**src/rtl/out_sig_compactor_if.sv**
```systemverilog
// Sample-in / record-out bundle for out_sig_compactor.
// Ports: in_valid/in_data/flush samples in; rec_* + overflow out (valid/ready).
interface out_sig_compactor_if #(
    parameter int DATA_W = 330
);
    logic              in_valid;
    logic [DATA_W-1:0] in_data;
    logic              flush;
    logic              rec_valid;
    logic              rec_ready;
    logic [31:0]       rec_sig;
    logic [31:0]       rec_index;
    logic [15:0]       rec_samples;
    logic [15:0]       rec_toggles;
    logic              rec_partial;
    logic              overflow;

    modport slave (
        input  in_valid, in_data, flush, rec_ready,
        output rec_valid, rec_sig, rec_index,
        output rec_samples, rec_toggles, rec_partial,
        output overflow
    );

    modport master (
        output in_valid, in_data, flush, rec_ready,
        input  rec_valid, rec_sig, rec_index,
        input  rec_samples, rec_toggles, rec_partial,
        input  overflow
    );
endinterface

```
**src/rtl/out_sig_compactor.sv**
```systemverilog
// Compresses a wide output stream into per-window 32-bit MISR records.
// Ports: clk, rst (sync, active-high), bus (slave: samples in, records out).
module out_sig_compactor #(
    parameter int          DATA_W = 330,
    parameter int          WINDOW = 64,
    parameter logic [31:0] POLY   = 32'h04C11DB7,
    parameter logic [31:0] SEED   = 32'hFFFFFFFF
) (
    input logic                clk,
    input logic                rst,
    out_sig_compactor_if.slave bus
);
    localparam int          LANES = (DATA_W + 31) / 32;
    localparam int          PAD_W = LANES * 32;
    localparam logic [15:0] WIN16 = 16'(WINDOW);

    logic [PAD_W-1:0]  padded;
    logic [31:0]       fold;
    logic [31:0]       sig;
    logic [15:0]       cnt;
    logic [15:0]       tog;
    logic [DATA_W-1:0] prev;
    logic [31:0]       idx;

    logic [31:0] sig_upd;
    logic [15:0] cnt_upd;
    logic [15:0] tog_upd;
    logic        close;
    logic        slot_free;

    assign padded = PAD_W'(bus.in_data);

    always_comb begin
        fold = '0;
        for (int k = 0; k < LANES; k++) begin
            fold ^= padded[32*k +: 32];
        end
    end

    // Post-update view of the window; the record is built from it.
    always_comb begin
        sig_upd = sig;
        cnt_upd = cnt;
        tog_upd = tog;
        if (bus.in_valid) begin
            sig_upd = {sig[30:0], 1'b0}
                    ^ (sig[31] ? POLY : 32'd0)
                    ^ fold;
            cnt_upd = cnt + 16'd1;
            tog_upd = tog + 16'(bus.in_data != prev);
        end
        close = (bus.in_valid && cnt_upd == WIN16)
             || (bus.flush && cnt_upd != 16'd0);
        slot_free = !bus.rec_valid || bus.rec_ready;
    end

    always_ff @(posedge clk) begin
        if (rst) begin
            sig             <= SEED;
            cnt             <= '0;
            tog             <= '0;
            prev            <= '0;
            idx             <= '0;
            bus.rec_valid   <= 1'b0;
            bus.rec_sig     <= '0;
            bus.rec_index   <= '0;
            bus.rec_samples <= '0;
            bus.rec_toggles <= '0;
            bus.rec_partial <= 1'b0;
            bus.overflow    <= 1'b0;
        end else begin
            if (bus.in_valid) begin
                prev <= bus.in_data;
            end
            if (close) begin
                sig <= SEED;
                cnt <= '0;
                tog <= '0;
                // Index advances even when the record is dropped.
                idx <= idx + 32'd1;
                if (slot_free) begin
                    bus.rec_valid   <= 1'b1;
                    bus.rec_sig     <= sig_upd;
                    bus.rec_index   <= idx;
                    bus.rec_samples <= cnt_upd;
                    bus.rec_toggles <= tog_upd;
                    bus.rec_partial <= cnt_upd < WIN16;
                end else begin
                    bus.overflow <= 1'b1;
                end
            end else begin
                sig <= sig_upd;
                cnt <= cnt_upd;
                tog <= tog_upd;
                if (bus.rec_ready) begin
                    bus.rec_valid <= 1'b0;
                end
            end
        end
    end
endmodule
```
**src/flat_wrapper.sv**
```systemverilog
// flat-port wrapper written by rule: the top's interface ports become plain ports
module out_sig_compactor_flat 
#(
    parameter int          DATA_W = 330,
    parameter int          WINDOW = 64,
    parameter logic [31:0] POLY   = 32'h04C11DB7,
    parameter logic [31:0] SEED   = 32'hFFFFFFFF
)
  (clk, rst, bus_in_valid, bus_in_data, bus_flush, bus_rec_ready, bus_rec_valid, bus_rec_sig, bus_rec_index, bus_rec_samples, bus_rec_toggles, bus_rec_partial, bus_overflow);
  out_sig_compactor_if #(.DATA_W(DATA_W)) bus_i ();
  input logic clk;
  input logic rst;
  input wire logic [$bits(bus_i.in_valid)-1:0] bus_in_valid;
  input wire logic [$bits(bus_i.in_data)-1:0] bus_in_data;
  input wire logic [$bits(bus_i.flush)-1:0] bus_flush;
  input wire logic [$bits(bus_i.rec_ready)-1:0] bus_rec_ready;
  output wire logic [$bits(bus_i.rec_valid)-1:0] bus_rec_valid;
  output wire logic [$bits(bus_i.rec_sig)-1:0] bus_rec_sig;
  output wire logic [$bits(bus_i.rec_index)-1:0] bus_rec_index;
  output wire logic [$bits(bus_i.rec_samples)-1:0] bus_rec_samples;
  output wire logic [$bits(bus_i.rec_toggles)-1:0] bus_rec_toggles;
  output wire logic [$bits(bus_i.rec_partial)-1:0] bus_rec_partial;
  output wire logic [$bits(bus_i.overflow)-1:0] bus_overflow;
  assign bus_i.in_valid = bus_in_valid;
  assign bus_i.in_data = bus_in_data;
  assign bus_i.flush = bus_flush;
  assign bus_i.rec_ready = bus_rec_ready;
  assign bus_rec_valid = bus_i.rec_valid;
  assign bus_rec_sig = bus_i.rec_sig;
  assign bus_rec_index = bus_i.rec_index;
  assign bus_rec_samples = bus_i.rec_samples;
  assign bus_rec_toggles = bus_i.rec_toggles;
  assign bus_rec_partial = bus_i.rec_partial;
  assign bus_overflow = bus_i.overflow;
  out_sig_compactor #(.DATA_W(DATA_W), .WINDOW(WINDOW), .POLY(POLY), .SEED(SEED)) u_core (.clk(clk), .rst(rst), .bus(bus_i));
endmodule
```
**config.mk**
```make
export PLATFORM = sky130hd
export DESIGN_NAME = out_sig_compactor_flat
export DESIGN_NICKNAME = d
export VERILOG_FILES = /design/src/rtl/out_sig_compactor_if.sv /design/src/rtl/out_sig_compactor.sv /design/src/flat_wrapper.sv
export SDC_FILE = /design/constraint.sdc
export NUM_CORES = 1
export LEC_CHECK = 0
export ABC_AREA = 1
export CORE_UTILIZATION = 55
export CTS_BUF_LIST = sky130_fd_sc_hd__clkbuf_16
export DETAILED_ROUTE_END_ITERATION = 8
export PLACE_DENSITY_LB_ADDON = 0.08
export SYNTH_ARGS = -nofsm -noshare
export SYNTH_HDL_FRONTEND = slang
export SYNTH_SLANG_ARGS = --single-unit
```
**constraint.sdc**
```tcl
create_clock -name clk -period 4.85 [get_ports clk]
set_input_delay 1.455 -clock clk [delete_from_list [all_inputs] [get_ports clk]]
set_output_delay 1.455 -clock clk [all_outputs]
set_load 0.05 [all_outputs]
```
==> reports/metrics.cfg, run 1 <==
[yosys]
yosysWarnings=0
syn_area_um2=27200
synth_commonest_cells=801 x nor2_1, 525 x dfxtp_1, 426 x nand2_1
syn_avg_cell_area_um2=7.38
yosysTopAreaCell=dfxtp_1
synth_top_area_share=0.386
syn_inst=3684
synth.most_common_cell=nor2_1
syn-num-nets=4023
async_flop_share=0
synth_edf_count=0
synth_seq_area_share=0.386
synth_area_leaders=dfxtp_1 39%, xnor2_1 14%, nor2_1 11%, xor2_1 7.1%, o21ai_0 6.4%
synth_seq_cells=525
ys_types=42
synthFlopType=dfxtp_1

[floorplan]
dieArea_um2=50400
die_y_um=224
coreArea_um2=48800
ioPinCount=434
start_util=0.557
placementRows=81
die_w_um=224

[clock_network]
tritoncts=yes
cts_setup_buffers=0
clkTransAtPathRegs_ps=60
clock_latency_ps=630
cts-resized-gates=0
cts-hold-fix-buffers=0
cts_inserted_buffers=56
clock_sinks=525
cts_buffer_depth=3
htreeDepth=2
clock_tree.root_cell=clkbuf_16

[setup_path]
critPathCaptureType=flop
cp.arrival_ps=5060
required_ps=5350
critPathKind=in -> reg
start_kind=primary input
rr_startpoint=u_core.prev[83]
cp-startpoint=bus_in_data[83]
crit_fanout=3

[pwr]
clock_power_share=0.330
p_switching_uw=3960
p_leak_uw=0.0137
combPwrFrac=0.268
total_power_uw=12100
switching_share=0.326
cellInternalPower_uw=8170
powerDensity_nw_per_um2=357
p_seq_frac=0.402
ir_drop_mv=0.261

[drt]
routed_wl_mm=86.2
num_vias=25200
routedWlPerCell_um=18.0
via_per_inst=5.26
drtIter0Drc=2333
remaining_drc_errors=0
drtPass1Iterations=6
postRouteAntennaNets=0

[finish]
drive_above_1_share=0.0531
final_cell_area_um2=34000
fin_nets=4405
fin_cells=4790
area_delta_synth_final_pct=25.0
final_core_util=0.696

[global_routing]
grt_pass1_vias=23100
grt_pass1_wl_mm=129
grt_usage=0.335
grt_start_max_net_pins=237
antenna_found_initial=31
grt.overflow.total=0

[sta]
fin_crit_ps=4570
final_max_slew_viol_count=0
hold_viol_final=0
skew_ps=23.6
rsz0062_at_grt=no
worst_pin_slew_ps=1010
min_period_over_period=0.941
relSlewSlack=0.330
setup_viol=0
fmax_mhz=219
tns_ps=0

[place]
placed_cells=4672
io_buffers=433
dpl_cell_area_um2=32300
place_congestion=0.967
dp_hpwl_mm=64.3

[run_status]
status=finished clean

[hold_path]
hold_path.class=reg -> reg
hp-start=u_core.prev[26]

[flow_run]
drv_cap=0

registers in the layout, indices dropped and copies added (netlist names):
name,cells
u_core.bus.rec_toggles,16
u_core.bus.rec_sig,32
u_core.bus.rec_partial,1
u_core.cnt,16
u_core.tog,16
u_core.bus.overflow,1
u_core.bus.rec_valid,1
u_core.prev,330
u_core.sig,32
u_core.bus.rec_index,32
u_core.bus.rec_samples,16
u_core.idx,32
cell usage in the layout (no fill, tap or decap), drive strengths merged:
cell type,instances
o211ai,7
nand4,58
a2111oi,2
clkdlybuf4s50,432
a211oi,2
nand3b,10
mux2i,2
nand3,152
clkbuf,57
a211o,1
buf,81
diode,20
bufinv,2
a21boi,3
ha,4
o21ai,346
and3b,1
and3,2
nor3,35
inv,208
xor2,219
xnor2,421
and2,2
o21bai,1
nor3b,4
clkinv,21
nor2,806
nor4,30
nand2,430
o22a,1
dfxtp,525
o2111ai,8
or2,54
a21oi,179
critical path: stages:
cell and delay [ps]:
clkdlybuf4s50_1 470, xor2_1 180, nor4_1 680, nand4_1 340, nor2_1 170, nand4_1 150
nor2_1 150, nand3_1 240, ha_1 270, nand2_1 80, nor2_1 70, nand3_1 140
nor2_1 70, nand4_1 80, or2_2 120, nor2_1 40, xor2_1 160, nand3_1 90
nand2_1 80, nor2_1 40
final cells by class:
| cell class | count | area [µm²] |
|---|---|---|
| multi-input combinational | 2780 | 15200 |
| timing repair buffer | 513 | 5050 |
| sequential | 525 | 10500 |
| clock buffer | 57 | 1430 |
| inverter | 190 | 733 |
| clock inverter | 41 | 225 |
| antenna | 20 | 50.0 |
| tap | 664 | 831 |
| fill | 4271 | 14800 |
worst paths after layout:
| kind | depth (start not counted) | to | slack [ps] |
|---|---|---|---|
| hold reg to reg | 2 | u_core.prev[26] | 470 |
| hold / removal | 2 | u_core.prev[26] | 470 |
| setup / recovery | 20 | u_core.bus.rec_toggles[14] | 280 |
| setup reg to reg | 19 | u_core.bus.rec_toggles[14] | 1300 |
power by group through the flow:
| stage | registers, µW | clock network (µW) | logic [µW] |
|---|---|---|---|
| 2_1_floorplan | 5280 | 0 | 1690 |
| 3_3_place_gp | 4960 | 0 | 3170 |
| 3_5_place_dp | 4970 | 0 | 3200 |
| 4_1_cts | 4880 | 4050 | 3220 |
| 5_1_grt | 4920 | 4210 | 3490 |
| 6_report | 4880 | 4000 | 3250 |
per-layer routing:
metal | vias up | wire [µm] | track usage
li1 | 12600 | - | -
met1 | 11600 | 35200 | 0.415
met2 | 816 | 39900 | 0.545
met3 | 196 | 6180 | 0.0677
met4 | 26 | 4800 | 0.183
met5 | - | 149 | 0
cell families after synthesis:
| logic type | share of synthesized area |
|---|---|
| compound gates | 0.104 |
| xor+xnor | 0.206 |
| fa+ha+maj | 0.00184 |
| buf+inv | 0.0562 |
| flops | 0.386 |
| mux | 0.000736 |
| simple gates | 0.245 |
through the flow:
stage / setup WS, ps / hold WS (ps)
3_5_place_dp: -206 / 457
2_1_floorplan: 1030 / 446
4_1_cts: 418 / 471
6_report: 285 / 467
5_1_grt: 233 / 496
3_3_place_gp: -208 / 450
No activity file was read; power rests on OpenSTA's default activity.
==> run 2: changes to the inputs <==
HOLD_SLACK_MARGIN = 0.03   (was not set)
==> results of run 2 <==
The final DEF is identical to that of run 1; final timing and power are the same.
